### src/rtl/fetch_pkg.sv
// Shared types and sizing helpers for the instruction-fetch front end.
package fetch_pkg;

  typedef enum logic {
    RUN   = 1'b0,
    FLUSH = 1'b1
  } fetch_state_e;

  function automatic int unsigned cnt_width(input int unsigned depth);
    return $clog2(depth + 1);
  endfunction

  localparam int unsigned FETCH_DEPTH   = 4;
  localparam int unsigned FETCH_AW      = 16;
  localparam int unsigned FETCH_DW      = 16;
  localparam int unsigned FETCH_ENTRY_W = FETCH_AW + FETCH_DW;
  localparam int unsigned FETCH_CNT_W   = cnt_width(FETCH_DEPTH);

endpackage

### src/rtl/sync_fifo.sv
// Single-clock FIFO with synchronous flush; a push and a pop in the same
// cycle are both honoured, even when full.
module sync_fifo
  import fetch_pkg::*;
#(
  parameter int unsigned WIDTH = FETCH_ENTRY_W,
  parameter int unsigned DEPTH = FETCH_DEPTH,
  localparam int unsigned CW   = cnt_width(DEPTH),
  localparam int unsigned PW   = (DEPTH > 1) ? $clog2(DEPTH) : 1
) (
  input  logic             clk,
  input  logic             rst_n,
  input  logic             push_i,
  input  logic             pop_i,
  input  logic             flush_i,
  input  logic [WIDTH-1:0] wdata_i,
  output logic [WIDTH-1:0] rdata_o,
  output logic             full_o,
  output logic             empty_o,
  output logic [CW-1:0]    count_o
);

  logic [WIDTH-1:0] mem_q [DEPTH];
  logic [PW-1:0]    rd_ptr_q, wr_ptr_q;
  logic [CW-1:0]    count_q;
  logic             do_push, do_pop;

  assign full_o  = (count_q == CW'(DEPTH));
  assign empty_o = (count_q == '0);
  assign count_o = count_q;
  assign rdata_o = mem_q[rd_ptr_q];

  assign do_push = push_i && (!full_o || pop_i);
  assign do_pop  = pop_i && !empty_o;

  // NOTE: non-blocking assignments for all flop state so every register
  // samples pre-edge values regardless of evaluation order.
  always_ff @(posedge clk or negedge rst_n) begin
    if (!rst_n) begin
      rd_ptr_q <= '0;
      wr_ptr_q <= '0;
      count_q  <= '0;
    end else if (flush_i) begin
      rd_ptr_q <= '0;
      wr_ptr_q <= '0;
      count_q  <= '0;
    end else begin
      if (do_push) wr_ptr_q <= wr_ptr_q + PW'(1);
      if (do_pop)  rd_ptr_q <= rd_ptr_q + PW'(1);
      unique case ({do_push, do_pop})
        2'b10:   count_q <= count_q + CW'(1);
        2'b01:   count_q <= count_q - CW'(1);
        default: count_q <= count_q;
      endcase
    end
  end

  // NOTE: storage is deliberately not reset; count_q alone decides validity,
  // so stale contents are never observable.
  always_ff @(posedge clk) begin
    if (do_push && !flush_i) mem_q[wr_ptr_q] <= wdata_i;
  end

endmodule

### src/rtl/fetch_queue.sv
// Instruction-fetch front end: credit-limited in-order memory requests,
// buffered {pc, instr} delivery to decode, redirect flush with drop counting.
module fetch_queue
  import fetch_pkg::*;
#(
  parameter int unsigned DEPTH = FETCH_DEPTH,
  parameter int unsigned AW    = FETCH_AW,
  parameter int unsigned DW    = FETCH_DW
) (
  input  logic          clk,
  input  logic          rst_n,
  input  logic [AW-1:0] pc_cur,
  output logic          pc_en,
  output logic [AW-1:0] next_pc,
  output logic          imem_req_valid,
  output logic [AW-1:0] imem_req_addr,
  input  logic          imem_req_ready,
  input  logic          imem_rsp_valid,
  input  logic [DW-1:0] imem_rsp_data,
  input  logic          redirect_valid,
  input  logic [AW-1:0] redirect_pc,
  output logic          id_valid,
  output logic [DW-1:0] id_instr,
  output logic [AW-1:0] id_pc,
  input  logic          id_ready
);

  localparam int unsigned CW = cnt_width(DEPTH);
  localparam logic [CW:0] CREDIT_MAX = (CW + 1)'(DEPTH);

  fetch_state_e  state_q;
  logic [CW-1:0] drop_cnt_q;
  logic          active_q;

  logic [AW-1:0] pend_addr;
  logic          pend_full, pend_empty;
  logic [CW-1:0] outstanding;

  logic [AW-1:0] head_pc;
  logic [DW-1:0] head_instr;
  logic          ibuf_full, ibuf_empty, ibuf_push;
  logic [CW-1:0] occupancy;

  logic          redir, can_issue, accept, rsp_ok, id_pop;
  logic [CW:0]   credit_used;
  logic [CW-1:0] outst_after, drop_left;

  assign redir       = active_q && redirect_valid;
  assign credit_used = {1'b0, occupancy} + {1'b0, outstanding};
  assign can_issue   = active_q && (state_q == RUN) && !redirect_valid
                       && (credit_used < CREDIT_MAX);
  assign accept      = can_issue && imem_req_ready;
  // A response with nothing pending is a protocol error and is ignored.
  assign rsp_ok      = imem_rsp_valid && !pend_empty;
  assign ibuf_push   = rsp_ok && (state_q == RUN) && !redirect_valid;

  assign id_valid    = !ibuf_empty && !redirect_valid;
  assign id_pop      = id_valid && id_ready;
  assign id_pc       = id_valid ? head_pc : '0;
  assign id_instr    = id_valid ? head_instr : '0;

  assign imem_req_valid = can_issue;
  assign imem_req_addr  = active_q ? pc_cur : '0;

  always_comb begin
    pc_en   = accept || redir;
    next_pc = active_q ? pc_cur : '0;
    if (redir)       next_pc = redirect_pc;
    else if (accept) next_pc = pc_cur + AW'(1);
  end

  always_comb begin
    outst_after = outstanding - CW'(rsp_ok);
    drop_left   = drop_cnt_q - CW'(rsp_ok);
  end

  always_ff @(posedge clk or negedge rst_n) begin
    if (!rst_n) begin
      state_q    <= RUN;
      drop_cnt_q <= '0;
      active_q   <= 1'b0;
    end else begin
      active_q <= 1'b1;
      unique case (state_q)
        RUN: begin
          if (redir && (outst_after != '0)) begin
            state_q    <= FLUSH;
            drop_cnt_q <= outst_after;
          end
        end
        FLUSH: begin
          drop_cnt_q <= drop_left;
          if (drop_left == '0) state_q <= RUN;
        end
        default: state_q <= RUN;
      endcase
    end
  end

  sync_fifo #(.WIDTH(AW), .DEPTH(DEPTH)) u_pend_fifo (
    .clk     (clk),
    .rst_n   (rst_n),
    .push_i  (accept),
    .pop_i   (rsp_ok),
    .flush_i (1'b0),
    .wdata_i (pc_cur),
    .rdata_o (pend_addr),
    .full_o  (pend_full),
    .empty_o (pend_empty),
    .count_o (outstanding)
  );

  sync_fifo #(.WIDTH(AW + DW), .DEPTH(DEPTH)) u_ibuf (
    .clk     (clk),
    .rst_n   (rst_n),
    .push_i  (ibuf_push),
    .pop_i   (id_pop),
    .flush_i (redir),
    .wdata_i ({pend_addr, imem_rsp_data}),
    .rdata_o ({head_pc, head_instr}),
    .full_o  (ibuf_full),
    .empty_o (ibuf_empty),
    .count_o (occupancy)
  );

  a_rsp_expected: assert property (@(posedge clk) disable iff (!rst_n)
    imem_rsp_valid |-> !pend_empty);
  a_no_req_overflow: assert property (@(posedge clk) disable iff (!rst_n)
    accept |-> !pend_full || rsp_ok);
  a_no_buf_overflow: assert property (@(posedge clk) disable iff (!rst_n)
    ibuf_push |-> !ibuf_full || id_pop);

endmodule

### config.mk
export PLATFORM = sky130hd
export DESIGN_NAME = fetch_queue
export DESIGN_NICKNAME = d
export VERILOG_FILES = /design/src/rtl/fetch_pkg.sv /design/src/rtl/sync_fifo.sv /design/src/rtl/fetch_queue.sv
export SDC_FILE = /design/constraint.sdc
export NUM_CORES = 1
export LEC_CHECK = 0
export ABC_AREA = 1
export CAP_MARGIN = 20
export CORE_MARGIN = 10
export CORE_UTILIZATION = 55
export DETAILED_ROUTE_END_ITERATION = 7
export PLACE_DENSITY = 0.8
export SKIP_CTS_REPAIR_TIMING = 1
export SLEW_MARGIN = 30
export SYNTH_ARGS = -nofsm -noshare
export SYNTH_HDL_FRONTEND = slang
export SYNTH_SLANG_ARGS = --single-unit
### constraint.sdc
create_clock -name clk -period 7.21 [get_ports clk]
set_input_delay 1.0815 -clock clk [delete_from_list [all_inputs] [get_ports clk]]
set_output_delay 1.0815 -clock clk [all_outputs]
set_load 0.005 [all_outputs]
Word level (Yosys, flattened, before mapping). Memories as Yosys holds them, arrays and structs flattened. Cells that the tools add are included.

Word-level logic and storage cells: 86. Register bits: 19. RAM bits: 192. Memories: 2.

Equality and inequality tests: 7. Bitwise logic cells: 1. Magnitude comparators: 1. Reductions and logical operators: 33. Mux-type cells: 21. Add/sub/neg operators: 12.

Memory list: u_ibuf.mem_q (depth 4, width 32, rd ports 1, clocked after memory_dff 0, wr ports 1, RTL line sync_fifo.sv:23) `logic [WIDTH-1:0] mem_q [DEPTH];`; u_pend_fifo.mem_q (depth 4, width 16, rd ports 1, clocked after memory_dff 0, wr ports 1, RTL line sync_fifo.sv:23).

Operators with widths (number): $mux 16 (5); $pmux 3 s2 (3); $add 16x1->16 const B (1); $logic_and 1x1->1 (16); $logic_not 3->1 (3); $add 2x1->2 const B (4); $mux 2 (4); $add 3x1->3 const B (2); $eq 3x3->1 const B (2); $logic_not 1->1 (6); $mux 1 (6); $mux 3 (2); $reduce_bool 2->1 (3); $reduce_bool 3->1 (2); $sub 3x1->3 (2); $sub 3x1->3 const B (2); $add 3x3->4 (1); $eq 2x1->1 const B (2); $eq 2x2->1 const B (2); $lt 4x3->1 const B (1); $logic_or 1x1->1 (3); $ne 2x1->1 const B (1); $pmux 1 s2 (1); $not 1->1 (1).

Logic depth before layout (Yosys ltp).
Word-level depth: 9. Depth in mapped cells: 13. Depth with buffers taken out: 13.

Modules after synthesis. A second synthesis with hierarchy kept.

Cell total of the unflattened synthesis: 914. Area total of the unflattened synthesis: 9611.7 sq um.

Modules (own cells, without submodules): sync_fifo at u_ibuf (cells each 376, instances 1, sequential area each 4018.9 sq um, area each 5248.8 sq um); sync_fifo at u_pend_fifo (cells each 221, instances 1, sequential area each 2097.0 sq um, area each 2860.2 sq um); fetch_queue (cells each 317, instances 1, sequential area each 125.1 sq um, area each 1502.7 sq um).

Least setup slack after synthesis. Ideal clock, no wire load.

Kind: input -> register. Start: in redirect_valid. End: mem u_ibuf.mem_q[0][0] (netlist name) (enable). Data arrival time: 2.910 ns. Data required time: 6.789 ns. Library setup time: 0.421 ns. Slack: 3.879 ns. Buffers on the path: 0. Stages on the path: 5. Path through: inv_1 > nand2_1 > nor2_1 > nand2_1 > nor2_1.

Longest elaborated chain between the ends: 8. Elaborated cells on any way between the ends: 11.

RTL lines: from (decl) (RTL line fetch_queue.sv:20) `input logic redirect_valid,`; $logic_not 1->1 (RTL line fetch_queue.sv:55, fetch_queue.sv:57); $logic_and 1x1->1 (RTL line fetch_queue.sv:57) `assign id_valid = !ibuf_empty && !redirect_valid;`; $logic_and 1x1->1 (RTL line fetch_queue.sv:58) `assign id_pop = id_valid && id_ready;`; $logic_or 1x1->1 (RTL line sync_fifo.sv:33) `assign do_push = push_i && (!full_o || pop_i);`; $logic_and 1x1->1 (RTL line sync_fifo.sv:33); $logic_and 1x1->1 * (RTL line sync_fifo.sv:61) `if (do_push && !flush_i) mem_q[wr_ptr_q] <= wdata_i;`; $mux 1 * (RTL line sync_fifo.sv:61); $mux 1 (implied by the code) * (RTL line sync_fifo.sv:61); to (decl) (RTL line sync_fifo.sv:23).

Mark *: on every way between the ends. The rest lies on a longest branch, timed or not.

Final worst setup path.
Start: in pc_cur[0]. End: out next_pc[8].

Longest elaborated chain between the ends: 3.

RTL lines: from (decl) (RTL line fetch_queue.sv:12) `input logic [AW-1:0] pc_cur,`; $add 16x1->16 (RTL line fetch_queue.sv:69) `else if (accept) next_pc = pc_cur + AW'(1);`; $mux 16 (RTL line fetch_queue.sv:69); $mux 16 (RTL line fetch_queue.sv:68) `if (redir) next_pc = redirect_pc;`; to (decl) (RTL line fetch_queue.sv:14) `output logic [AW-1:0] next_pc,`.

No other way between the ends.

==> metrics.yaml <==
fin_setup_tns_ps: 0
row_count: 47
cp_max_fo: 8
wl_met2_mm: 10.61
drive_gt1_frac: 0.06660
grt_pass1_wl_mm: 33.61
fillers: 1182
post-route-min-period_ps: 4441
setup-violations-final: 0
syn-num-nets: 948
cap_violations: 0
finalMaxSlewViolations: 0
period_share: 0.6160
power_frac_seq: 0.406
cts_buffers: 22
hpwl_mm: 13.46
h-tree-depth: 1
yosysWarnings: 0
fmax_ghz: 0.2252
worst-endpoint-required_ps: 6130
cp_data_arrival_time_ps: 3360
netlist_top_cells_area: "edfxtp_1 (62%), nor2_1 (7.8%), o21ai_0 (5.7%)"
synthArstFlopShare: 0.09005
power.density_nw_per_um2: 337.0
die_area_um2: 22580
yosys_most_used_dff: "edfxtp_1"
fin_worst_skew_ps: 16.29
gp_congestion: 0.8169
start_util: 0.5629
grt_max_degree: 66
nets: 1063
maxSlewHeadroom: 0.3706
ant_nets: 0
yosysSeqAreaShare: 0.6685
cp.buffers_inverters: 3
netlist_area_um2: 9335
cp_common_cell: "nand2_1"
hold_viol: 0
p_leak_nw: 4.340
routedWlPerCell_um: 17.21
met1Wirelength_mm: 8.515
swShare: 0.3160
first_iter_violations: 498
ios: 121
crit_path_start_kind: "primary input"
cts_tree: "done"
top_layer: "met5"
grt_pass1_vias: 6667
cts_sinks: 211
vdd_ir_drop_max_uv: 271.2
ff_latch_area_um2: 6242
ys_types: 30
synth_top_area_frac: 0.6176
grtUsageTotal: 0.1838
multiInputGateArea_um2: 2695
coreArea_um2: 16580
synth_cells: 876
drcViolationCount: 0
antenna_found_initial: 1
die_h_um: 150.3
dr.pass1.iters: 5
wirelength_mm: 21.10
min_path_type: "reg -> reg"
port_buffers: 120
syn_avg_cell_area_um2: 10.66
worstMarginPinSlew_ps: 943.1
avgViaCountPerCell: 5.426
met3_length_mm: 1.755
diodes: 0
yosysTopAreaCell: "edfxtp_1"
synth_edf_count: 192
pwr-share-clk: 0.296
status: "finished clean"
cpPeakStageDelay_ps: 640
die_w_um: 150.3
critPathTopFamily: "buffers and inverters"
power_switching_w: 0.001228
cts.clk_slew.worst_paths_ps: 60
critical_path_class: "in -> out"
power_w: 0.003887
share_comb_of_total_power: 0.298
synth-seq-cells: 211
clk_latency_ps: 490
cts_root_buf: "clkbuf_16"
clock_path_buffers: 3
grt_remaining_overflow: 0
num_vias: 6652
crit_path_end_kind: "primary output"
area_growth_pct: 23.56
crit_chain: "clkdlybuf4s50_1, ha_1, inv_1, nor2_1, nand2_1, xor2_1, nand2_1, o21ai_0, nand2_1, nand2_1, clkdlybuf4s50_1"
cp_slowest_cell: "clkdlybuf4s50_1"
internal_power_w: 0.002659
rsz0062_at_grt: "false"
## metal layers
metal / track usage / vias up
met3: 0.04502 / 23
li1: - / 3224
met1: 0.2293 / 3143
met5: 0 / -
met2: 0.3155 / 260
met4: 0.04373 / 2
## registers in the layout, summed over array words and instances (netlist names)
| name | flops |
|---|---|
| u_pend_fifo.wr_ptr_q | 2 |
| u_pend_fifo.mem_q | 64 |
| u_ibuf.mem_q | 128 |
| u_pend_fifo.count_o | 3 |
| u_ibuf.rd_ptr_q | 2 |
| state_q | 1 |
| active_q | 1 |
| u_pend_fifo.rd_ptr_q | 2 |
| u_ibuf.count_o | 3 |
| drop_cnt_q | 3 |
| u_ibuf.wr_ptr_q | 2 |
## per-stage QoR
stage	area (um2)	instances	hold WS (ps)	worst slack, ps	util
finish	11530	1226	522.1	2769	0.6956
global route	11530	1226	528.1	2561	0.6956
detailed placement	10780	1187	497.8	2765	0.6501
CTS	11540	1226	511.4	2744	0.6958
global placement	10730	1185	494.9	2780	0.6467
floorplan	9335	876	471.9	3879	-
## path summary, 6_finish.rpt
check                                     startpoint                            endpoint  slack, ps  cells after the start
min in group asynchronous                      rst_n           drop_cnt_q[2]$_DFFE_PN0P_        530                      1
max in group asynchronous                      rst_n      u_ibuf.rd_ptr_q[0]$_DFFE_PN0P_       6350                      1
max                                        pc_cur[0]                          next_pc[8]       2770                     11
min reg2reg                drop_cnt_q[2]$_DFFE_PN0P_           drop_cnt_q[2]$_DFFE_PN0P_        520                      2
min                        drop_cnt_q[2]$_DFFE_PN0P_           drop_cnt_q[2]$_DFFE_PN0P_        520                      2
max reg2reg                       active_q$_DFF_PN0_  u_pend_fifo.mem_q[0][14]$_DFFE_PP_       4430                      6
## logic make-up after synthesis
family / synth area share
AOI/OAI and AO/OA: 0.09489
xor gates and xnor gates: 0.008444
adders and majority gates: 0.02573
muxes: 0.001072
DFF: 0.6685
other: 0.0004017
and+or+nand+nor: 0.1552
buffers and inverters: 0.04570
## tightest hold or removal path: stages (launching register included)
cell     delay (ps)
dfrtp_1         360
nand2_1          50
o21ai_0          70
## cells in the final DEF, fill, tap and decap left out, drive strengths merged, types with 7 or more instances in the layout
cell,instances
clkdlybuf4s50,119
clkinv,7
buf,11
a21oi,40
clkbuf,30
xor2,7
edfxtp,192
o22ai,17
ha,16
dfrtp,19
nand3,31
nand2,124
inv,65
o21ai,112
nor2,198
## synth_stat cells (2+ instances only)
cell type  number
fa_1            2
a21oi_1        40
nand2_2         2
inv_2           3
dfrtp_1        19
nand3_1        31
ha_1           16
o21ai_0       107
xor2_1          7
nor2_2          2
buf_2           8
nor2_1        194
xnor2_1         2
edfxtp_1      192
clkbuf_1       26
nor2_4          2
o21ai_2         5
o22ai_1        17
buf_4           3
nand2_1       121
inv_1          63
nand4_1         6
## cell type report
type	instances	area share
tap	220	0.02386
clock inverter	9	0.01096
inverter	67	0.02191
sequential	211	0.5412
multi-input combinational	559	0.2336
timing repair buffer	130	0.1137
clock buffer	30	0.05478
## power groups by stage
stage,clock network (W),registers (W),logic [W]
3_5_place_dp,0,0.00160,0.00115
3_3_place_gp,0,0.00160,0.00111
4_1_cts,0.00117,0.00158,0.00117
5_1_grt,0.00122,0.00159,0.00131
2_1_floorplan,0,0.00158,0.000719
6_report,0.00115,0.00158,0.00116
Note: power is estimated with default switching activity, not from simulation.
